[config.mk]
export PLATFORM = sky130hd
export DESIGN_NAME = alu_op_sched
export DESIGN_NICKNAME = d
export VERILOG_FILES = /design/src/rtl/alu_op_sched.sv
export SDC_FILE = /design/constraint.sdc
export NUM_CORES = 1
export LEC_CHECK = 0
export ABC_AREA = 1
export CAP_MARGIN = 20
export CORE_MARGIN = 5
export CORE_UTILIZATION = 35
export DETAILED_ROUTE_END_ITERATION = 6
export PLACE_DENSITY_LB_ADDON = 0.05
export SYNTH_ARGS = -nofsm -noshare
export SYNTH_HDL_FRONTEND = slang
export SYNTH_SLANG_ARGS = --single-unit
[constraint.sdc]
create_clock -name clk -period 3.2 [get_ports clk]
set_input_delay 0.64 -clock clk [delete_from_list [all_inputs] [get_ports clk]]
set_output_delay 0.64 -clock clk [all_outputs]
set_load 0.02 [all_outputs]
[src/rtl/alu_op_sched.sv]
// Two-requester round-robin scheduler that drives a multi-cycle ALU and returns one response per command.
// Optional macro ALU_SCHED_ONEHOT_CHK_EN rejects commands whose op select is not exactly one-hot.
module alu_op_sched #(
  parameter int unsigned LAT = 2
) (
  input  logic       clk,
  input  logic       rst,
  input  logic       req0_valid,
  output logic       req0_ready,
  input  logic [6:0] req0_op,
  input  logic [7:0] req0_a,
  input  logic [7:0] req0_b,
  input  logic       req1_valid,
  output logic       req1_ready,
  input  logic [6:0] req1_op,
  input  logic [7:0] req1_a,
  input  logic [7:0] req1_b,
  output logic       rsp0_valid,
  output logic       rsp1_valid,
  output logic [7:0] rsp_data,
  output logic       rsp_err,
  output logic       alu_on,
  output logic [2:0] alu_in_sel,
  output logic [7:0] alu_num1,
  output logic [7:0] alu_num2,
  output logic [6:0] alu_out_sel,
  input  logic [7:0] alu_out,
  output logic       busy,
  output logic [1:0] state
);

  localparam int unsigned OP_W  = 7;
  localparam int unsigned DW    = 8;
  localparam int unsigned CNT_W = 4;

  localparam logic [2:0] SEL_PERSIST = 3'b100;
  localparam logic [2:0] SEL_LOAD    = 3'b010;
  localparam logic [2:0] SEL_RESET   = 3'b001;

`ifdef ALU_SCHED_ONEHOT_CHK_EN
  localparam bit CHK_EN = 1'b1;
`else
  localparam bit CHK_EN = 1'b0;
`endif

  typedef enum logic [1:0] {
    IDLE = 2'b00,
    LOAD = 2'b01,
    EXEC = 2'b10,
    DONE = 2'b11
  } state_e;

  state_e             state_q, state_d;
  logic [CNT_W-1:0]   cnt_q, cnt_d;
  logic               gnt_q, gnt_d;
  logic               prio_q, prio_d;
  logic [OP_W-1:0]    op_q, op_d;
  logic [DW-1:0]      num1_q, num1_d;
  logic [DW-1:0]      num2_q, num2_d;
  logic [OP_W-1:0]    out_sel_q, out_sel_d;
  logic [2:0]         in_sel_q, in_sel_d;
  logic               rsp0_q, rsp0_d;
  logic               rsp1_q, rsp1_d;
  logic [DW-1:0]      rsp_data_q, rsp_data_d;
  logic               rsp_err_q, rsp_err_d;
  logic               busy_q, busy_d;
  logic               alu_on_q;
  logic               pick1_c;

  // An op is rejected only when checking is built in and it is not exactly one-hot.
  function automatic logic op_bad(input logic [OP_W-1:0] op);
    return CHK_EN && ((op == '0) || ((op & (op - OP_W'(1))) != '0));
  endfunction

  // Requester 1 wins when it alone is valid, or on a tie when it holds priority.
  assign pick1_c    = req1_valid && (!req0_valid || prio_q);
  assign req0_ready = !rst && (state_q == IDLE) && req0_valid && !pick1_c;
  assign req1_ready = !rst && (state_q == IDLE) && pick1_c;

  always_comb begin
    state_d    = state_q;
    cnt_d      = cnt_q;
    gnt_d      = gnt_q;
    prio_d     = prio_q;
    op_d       = op_q;
    num1_d     = num1_q;
    num2_d     = num2_q;
    rsp_data_d = rsp_data_q;
    rsp_err_d  = rsp_err_q;

    case (state_q)
      IDLE: begin
        if (req0_valid || req1_valid) begin
          gnt_d   = pick1_c;
          prio_d  = !pick1_c;
          op_d    = pick1_c ? req1_op : req0_op;
          num1_d  = pick1_c ? req1_a  : req0_a;
          num2_d  = pick1_c ? req1_b  : req0_b;
          state_d = LOAD;
        end
      end
      LOAD: begin
        if (op_bad(op_q)) begin
          state_d    = DONE;
          rsp_data_d = '0;
          rsp_err_d  = 1'b1;
        end else begin
          state_d = EXEC;
          cnt_d   = CNT_W'(LAT);
        end
      end
      EXEC: begin
        if (cnt_q == CNT_W'(1)) begin
          state_d    = DONE;
          rsp_data_d = alu_out;
          rsp_err_d  = 1'b0;
        end else begin
          cnt_d = cnt_q - CNT_W'(1);
        end
      end
      DONE: state_d = IDLE;
      default: state_d = IDLE;
    endcase

    // Registered outputs follow the state being entered.
    in_sel_d  = ((state_d == LOAD) && !op_bad(op_d)) ? SEL_LOAD : SEL_PERSIST;
    out_sel_d = ((state_d == LOAD) || (state_d == EXEC)) ? op_d : '0;
    rsp0_d    = (state_d == DONE) && !gnt_d;
    rsp1_d    = (state_d == DONE) && gnt_d;
    busy_d    = (state_d != IDLE);
  end

  always_ff @(posedge clk or posedge rst) begin
    if (rst) begin
      state_q    <= IDLE;
      cnt_q      <= '0;
      gnt_q      <= 1'b0;
      prio_q     <= 1'b0;
      op_q       <= '0;
      num1_q     <= '0;
      num2_q     <= '0;
      out_sel_q  <= '0;
      in_sel_q   <= SEL_RESET;
      rsp0_q     <= 1'b0;
      rsp1_q     <= 1'b0;
      rsp_data_q <= '0;
      rsp_err_q  <= 1'b0;
      busy_q     <= 1'b0;
      alu_on_q   <= 1'b0;
    end else begin
      state_q    <= state_d;
      cnt_q      <= cnt_d;
      gnt_q      <= gnt_d;
      prio_q     <= prio_d;
      op_q       <= op_d;
      num1_q     <= num1_d;
      num2_q     <= num2_d;
      out_sel_q  <= out_sel_d;
      in_sel_q   <= in_sel_d;
      rsp0_q     <= rsp0_d;
      rsp1_q     <= rsp1_d;
      rsp_data_q <= rsp_data_d;
      rsp_err_q  <= rsp_err_d;
      busy_q     <= busy_d;
      alu_on_q   <= 1'b1;
    end
  end

  assign state       = state_q;
  assign busy        = busy_q;
  assign alu_on      = alu_on_q;
  assign alu_in_sel  = in_sel_q;
  assign alu_num1    = num1_q;
  assign alu_num2    = num2_q;
  assign alu_out_sel = out_sel_q;
  assign rsp0_valid  = rsp0_q;
  assign rsp1_valid  = rsp1_q;
  assign rsp_data    = rsp_data_q;
  assign rsp_err     = CHK_EN ? rsp_err_q : 1'b0;

endmodule

# Word-level counts from Yosys, hierarchy flattened
# Cells that the tools add are included.
# W data, S select, Z words.
# word_totals
reg_bits,53
in_bits,58
wordCells,57
# op_classes
n_addsub,1
eq_ne,8
mux,14
reduce_logical,20
# ops
operator,n
$mux W7,4
$mux W8,2
$eq A2 B2 Y1 const B,4
$pmux W2 S4,1
$pmux W4 S2,1
$logic_and A1 B1 Y1,7
$reduce_and A2 Y1,3
$eq A2 B1 Y1 const B,2
$eq A4 B1 Y1 const B,1
$logic_not A1 Y1,4
$mux W2,2
$mux W4,1
$reduce_bool A2 Y1,2
$sub A4 B1 Y4 const B,1
$logic_or A1 B1 Y1,3
$mux W3,1
$logic_not A2 Y1,1
$mux W1,2
$ne A2 B2 Y1 const B,1

# Logic depth before layout (Yosys ltp)
# depth
word_depth,7
ltp_mapped,10

# Worst setup path after synthesis
# Ideal clock, no wire load.
# synth_timing
path_type,input -> output
startpoint,in rst
endpoint,out req0_ready
arrival_ns,2.265
path_slack_ns,0.295
path_stages,3
n_path_buf,0
cell_sequence,inv_1 > nand3_1 > nor2_1
# synth_via
elab_chain_len,4
# synth_rtl
element,line,source
start: declaration,7,"input logic rst,"
$logic_not A1 Y1 (no source line),--,
$logic_and A1 B1 Y1 (3 in series),77,assign req0_ready = !rst && (state_q == IDLE) && req0_valid && !pick1_c;
end: declaration,9,"output logic req0_ready,"
# No other way between the ends.

# Worst setup path after layout
# layout_timing
startpoint,in req0_valid
endpoint,out req1_ready
# layout_via
elab_chain_len,4
# layout_rtl
element,line,source
start: declaration,8,"input logic req0_valid,"
$logic_not A1 Y1,76,assign pick1_c = req1_valid && (!req0_valid || prio_q);
$logic_or A1 B1 Y1,76,
$logic_and A1 B1 Y1,76,
$logic_and A1 B1 Y1,78,assign req1_ready = !rst && (state_q == IDLE) && pick1_c;
end: declaration,14,"output logic req1_ready,"
# No other way between the ends.

==> run summary <==
The clock arrives with 0.00941 ns of skew. After detailed routing, the number of vias per cell comes to 4.40. The clock transition time at the flip-flop clock pins of the worst setup and hold paths is 0.09 ns. The number of failing hold endpoints at the final stage is 0. Counting instances in the post-synthesis netlist gives the leading cell types as sky130_fd_sc_hd__dfrtp_1 (52), sky130_fd_sc_hd__nand2_1 (47), sky130_fd_sc_hd__nor2_1 (30), sky130_fd_sc_hd__inv_1 (23), sky130_fd_sc_hd__a21oi_2 (20). For this run, the leading register cell type out of synthesis is sky130_fd_sc_hd__dfrtp_1. The cell type of the slowest stage on the worst timing path is sky130_fd_sc_hd__clkdlybuf4s50_1. The slew at the pin closest to its max-slew limit is 0.667 ns. The post-cts hold buffer count is 0. The clock drives 53 sinks. By instance count, the cell type seen most on the critical path is sky130_fd_sc_hd__clkdlybuf4s50_1. The x dimension of the die came out at 95.7 µm. The worst setup path category is in -> out. The number of distinct library cell variants in the gate-level netlist after synthesis came out at 27. The final-report max-slew violation count is 0. The number of buffer cells added on primary ports is 99. The number of post-CTS setup repair buffers came out at 0. Summed over all failing endpoints, the final setup total negative slack is 0 ns. The worst hold path belongs to the class reg -> reg.

The initial antenna violation count came out at 0. The routed wire length per instance came out at 12.9 µm. The post-placement setup slack came out at 0.273 ns. The net total in the final layout came out at 438.

In the synthesized netlist, the number of instances is 268. The number of top-level pins is 101. TritonCTS built the clock tree. Grouping stages by cell kind, the critical path spends the most delay in buffers and inverters. From bottom edge to top edge, the die measures 95.7 µm. By area the synthesized netlist is led by sky130_fd_sc_hd__dfrtp_1 (51%), sky130_fd_sc_hd__nand2_1 (6.9%), sky130_fd_sc_hd__a21oi_2 (6.8%). The detailed-router iteration count before antenna repair is 4.

Setup violations remaining at the end of the flow were counted as 0. The detailed router placed 2066 vias in this run. At the end of routability-driven placement, the weighted congestion stood at 0.742.

The maximum fanout count along the critical path is 5. The maximum count of clock buffers along a single path is 2. The synthesized flop and latch total came out at 53. The synthesized area per cell came out at 9.58 µm². The total global-route track usage is 0.139. The initial detailed-routing violation count came out at 54. The insertion delay to the later sink of the worst-skew pair is 0.31 ns. The cell chosen for the clock root is sky130_fd_sc_hd__clkbuf_8. Walking the worst path, the cells encountered are clkdlybuf4s50_1, a21oi_4, nand2_2, nor2_1, clkdlybuf4s50_1.

sky130_fd_sc_hd__dfrtp_1 takes more of the synthesized area than any other cell. In this run, CTS created clock tree buffers numbering 5. The initial core utilization came out at 0.356.

The final cycle utilization of the critical path is 0.910. The number of placement rows came out at 31. The delay of the slowest cell on the worst path came out at 0.62 ns.

The relative slew slack is 0.555. The filler cell count came out at 704. The shortest clock period the worst path allows after layout is 2.91 ns. The utilization of the core after routing is 0.520. In this run, post-CTS repair resized a total of 0 instances.

The startpoint kind of the worst setup timing path is an input port. Of the synthesized area, sequential elements account for 0.517. The peak supply drop came out at 391 µV. The count of maximum capacitance violations is 0. The number of levels in the clock H-tree came out at 2.

The number of DRC violations after detailed routing came out at 0. The die outline area came out at 0.00915 mm². STA puts the critical path data arrival time at 2.27 ns. The first-pass GRT wire length is 9.76 mm. The count of nets left with antenna violations after detail routing came out at 0. The async set or reset register ratio after synthesis came out at 1.00.

The area growth from synthesis to layout is 46.2%. The core area is 0.00721 mm². The flow ran to the end, and the final reports show no timing, DRC or antenna violations. The fraction of post-synthesis cell area in the top cell type by area is 0.507. The pin count of the biggest net entering global routing came out at 54. The count of antenna diodes in the layout is 0. After legalization and detailed placement, the total HPWL measured 4.48 mm. The total grt overflow is 0. The number of global-route vias before repair is 2059. The cell area that synthesis handed to floorplanning was 0.00257 mm². The endpoint kind of the worst setup timing path is an output port.

The number of synthesis warnings came out at 0. Together, buffers and inverters on the worst path number 2. The endpoint required time on the critical path is 2.56 ns. Dividing total power by cell area gives a power density of 947 mW/mm². The total wirelength of the detailed-routed design came out at 6.07 mm. The leakage power is 1.67 nW. The number of flops mapped to enable cells by yosys came out at 0. Across all setup checks in the final design, the least slack found is 0.288 ns. The proportion of layout cells with a drive suffix above 1 is 0.183. By instance count, the leading cell after synthesis is sky130_fd_sc_hd__dfrtp_1. The fmax is 0.343 GHz. Setup repair after global routing left no endpoint under its margin. The worst hold margin is 0.486 ns.
## where the power goes
group	total (mW)	switching (mW)	internal, mW
Clock	0.534	0.223	0.311
Sequential	1.13	0.137	0.992
Combinational	1.89	1.07	0.828
Total	3.56	1.43	2.13
## placed cells by master, fill, tap and decap left out, types with 2 or more instances in the layout
cell type / synthesis / routed
sky130_fd_sc_hd__a21oi_1: 14 / 14
sky130_fd_sc_hd__a21oi_2: 20 / 20
sky130_fd_sc_hd__buf_4: 3 / 5
sky130_fd_sc_hd__bufinv_16: 0 / 2
sky130_fd_sc_hd__clkbuf_8: 0 / 5
sky130_fd_sc_hd__clkdlybuf4s50_1: 0 / 99
sky130_fd_sc_hd__conb_1: 2 / 3
sky130_fd_sc_hd__dfrtp_1: 52 / 52
sky130_fd_sc_hd__ha_1: 10 / 10
sky130_fd_sc_hd__inv_1: 23 / 22
sky130_fd_sc_hd__inv_2: 2 / 3
sky130_fd_sc_hd__nand2_1: 47 / 47
sky130_fd_sc_hd__nand2_2: 19 / 19
sky130_fd_sc_hd__nand3_1: 15 / 15
sky130_fd_sc_hd__nand3_2: 4 / 4
sky130_fd_sc_hd__nor2_1: 30 / 30
sky130_fd_sc_hd__o21ai_0: 4 / 4
sky130_fd_sc_hd__o21ai_2: 2 / 2
sky130_fd_sc_hd__or2_1: 5 / 5
sky130_fd_sc_hd__or2_2: 2 / 2
## sequential cells by signal, summed over array words and instances, names as in the netlist
register and flops:
busy 1, alu_num2 8, rsp0_valid 1, alu_on 1
state 2, alu_out_sel 7, gnt_q 1, prio_q 1
cnt_q 4, op_q 7, rsp1_valid 1, alu_in_sel 3
alu_num1 8, rsp_data 8
## per-stage QoR
step                      std cells  total power [mW]  area (µm²)
final                           470              3.56        3750
after CTS                       470              3.62        3750
after floorplan                 269              2.34        2570
after detailed placement        462              3.07        3620
after global placement          462              3.05        3620
after global routing            470              3.85        3750
## worst register-to-register path: cells and delay by family, from the launching register on
kind                       cells  cell delay (ns)
and+or+nand+nor                4             0.75
adders and majority gates      2             0.63
DFF                            1             0.42
buffers and inverters          2             0.25
## path summary, 6_finish.rpt
path	start	to	slack [ns]	cells after the start
min	rsp_data[7]	rsp_data[7]	0.49	2
max in group asynchronous	rst	busy	1.87	3
max reg2reg	state[0]	alu_out_sel[5]	1.09	8
max	req0_valid	req1_ready	0.29	5
min in group asynchronous	rst	alu_num2[5]	0.89	3
min reg2reg	rsp_data[7]	rsp_data[7]	0.49	2
## logic make-up (layout without fill, tap and decap cells)
family                   count (synthesis)  after routing  share of synthesized area
flip-flops                              53             53                      0.517
buffers and inverters                   35            137                     0.0770
adder cells (fa/ha/maj)                 10             10                     0.0487
other                                    2              3                    0.00292
XOR/XNOR                                 1              1                    0.00341
AO/OA/AOI/OAI                           42             42                      0.119
AND/OR/NAND/NOR                        125            125                      0.232
## metal layers
layer	part of all wire	global-route usage
met1	0.44	0.179
met2	0.46	0.215
met3	0.078	0.0489
met4	0.013	0.0474
met5	0	0
## final cells by class
class | count | area (µm²) | area share
flip-flops and latches | 53 | 1330 | 0.354
clock inverters | 3 | 65.1 | 0.0173
inverters | 25 | 93.8 | 0.0250
repair buffers | 104 | 1030 | 0.274
multi-input cells | 181 | 1050 | 0.279
clock buffers | 5 | 68.8 | 0.0183
well taps | 99 | 124 | 0.0330
No activity file was read; power rests on OpenSTA's default activity.
==> variant, RTL diff (same settings) <==
Change the localparam `CHK_EN` from 1'b0 to 1'b1.
--- a/src/rtl/alu_op_sched.sv
+++ b/src/rtl/alu_op_sched.sv
@@ -40,7 +40,7 @@
 `ifdef ALU_SCHED_ONEHOT_CHK_EN
   localparam bit CHK_EN = 1'b1;
 `else
-  localparam bit CHK_EN = 1'b0;
+  localparam bit CHK_EN = 1'b1;
 `endif
 
   typedef enum logic [1:0] {
Behaviour: not the same (Yosys sat finds a counterexample within 4 cycles, from zero or initial values and one cycle with rst high).
==> variant against the unedited design <==
Cell area grew 6.4%. Via count grew 21%. Critical endpoint unchanged. Wire length grew 15%. Power grew 9.4%. Setup slack lost 0.12 ns. Largest power group unchanged. Synthesized area grew 8.3%. Critical path type unchanged. Sequential cell count grew 1. Combinational power grew 20%. Register-to-register slack gained 0.05 ns. Clock skew shrank 0.0020 ns.
==> variant: results (changes against the unedited design) <==
{
  "ys_top_cells_by_area": "sky130_fd_sc_hd__dfrtp_1 48%, sky130_fd_sc_hd__nand2_1 13%, sky130_fd_sc_hd__a21oi_1 6.3%",
  "power_clock": {"value": 473, "unit": "uW", "change": "-11%"},
  "cell_types_with_the_highest_counts_after_synthesis": "98 x sky130_fd_sc_hd__nand2_1, 53 x sky130_fd_sc_hd__dfrtp_1, 46 x sky130_fd_sc_hd__inv_1",
  "gp_routability_congestion": {"value": 0.740, "change": "-0.30%"},
  "post_route_cells_drive_above_1_share": {"value": 0.0706, "change": "-0.113"},
  "routed_via_density": {"value": 4.49, "change": "+2.2%"},
  "overall_global_routing_resource_usage": {"value": 0.145, "change": "+0.00579"},
  "whs": {"value": 0.481, "unit": "ns", "change": "-0.00510 ns"},
  "met2RoutedLength": {"value": 3.35, "unit": "mm", "change": "+18%"},
  "adder_cell_share_of_the_synthesized_area": {"value": 0.0405, "change": "-0.00824"},
  "post_drt_wl_per_cell": {"value": 12.6, "unit": "um", "change": "-2.8%"},
  "power.ir.vdd_worst": {"value": 0.000422, "unit": "V", "change": "+7.9%"},
  "crit_arrival": {"value": 2.39, "unit": "ns", "change": "+0.12 ns"},
  "power.density_cell_area": {"value": 974, "unit": "mW/mm^2", "change": "+2.8%"},
  "min_period_over_period": {"value": 0.947, "change": "+0.0372"},
  "rr_worst_depth": {"value": 13, "change": "+5"},
  "timing.slew.headroom": {"value": 0.537, "change": "-0.0179"},
  "outcome": "completed",
  "synth_compound_gate_area_share": {"value": 0.0751, "change": "-0.0442"},
  "grt_start_max_net_pins": {"value": 55, "change": "+1.9%"},
  "global_route_wire_length_before_repair": {"value": 11.7, "unit": "mm", "change": "+19%"},
  "p_sw": {"value": 1730, "unit": "uW", "change": "+21%"},
  "port_buffer_count": {"value": 100, "change": "+1.0%"},
  "grt_pass1_vias": {"value": 2493, "change": "+21%"},
  "synth.avg_cell_area": {"value": 7.93, "unit": "um^2", "change": "-17%"},
  "synthXorXnorAreaFrac": {"value": 0.00629, "change": "+0.00289"},
  "placedInstanceArea": {"value": 0.00388, "unit": "mm^2", "change": "+7.2%"},
  "met3WireLength": {"value": 396, "unit": "um", "change": "-16%"},
  "wl_met1": {"value": 3.14, "unit": "mm", "change": "+16%"},
  "reg2reg_setup_slack": {"value": 1.14, "unit": "ns", "change": "+0.05 ns"}
}
[variant: cell types whose count changed in the layout (fill, tap and decap cells not counted), moves of 7 or more]
cell and change:
sky130_fd_sc_hd__nand3_1 +8, sky130_fd_sc_hd__nand2_1 +51, sky130_fd_sc_hd__nand4_1 +9, sky130_fd_sc_hd__a21oi_2 -20, sky130_fd_sc_hd__nand2_2 -14, sky130_fd_sc_hd__a21oi_1 +21
sky130_fd_sc_hd__inv_1 +23, sky130_fd_sc_hd__nor2_1 +7
[variant: metal layers]
metal / vias to the layer above / global-route usage
li1: 1298 / -
met1: 1134 / 0.177
met2: 53 / 0.254
met3: 8 / 0.0393
met4: 0 / 0.0326
met5: - / 0
[variant: area by class of cell]
class	count	area, um^2	area share
clock inverter	1	30.0	0.00752
timing repair buffer	105	1040	0.260
tap	102	128	0.0320
sequential	54	1350	0.339
multi-input combinational	238	1180	0.294
inverter	49	186	0.0467
clock buffer	6	82.6	0.0207
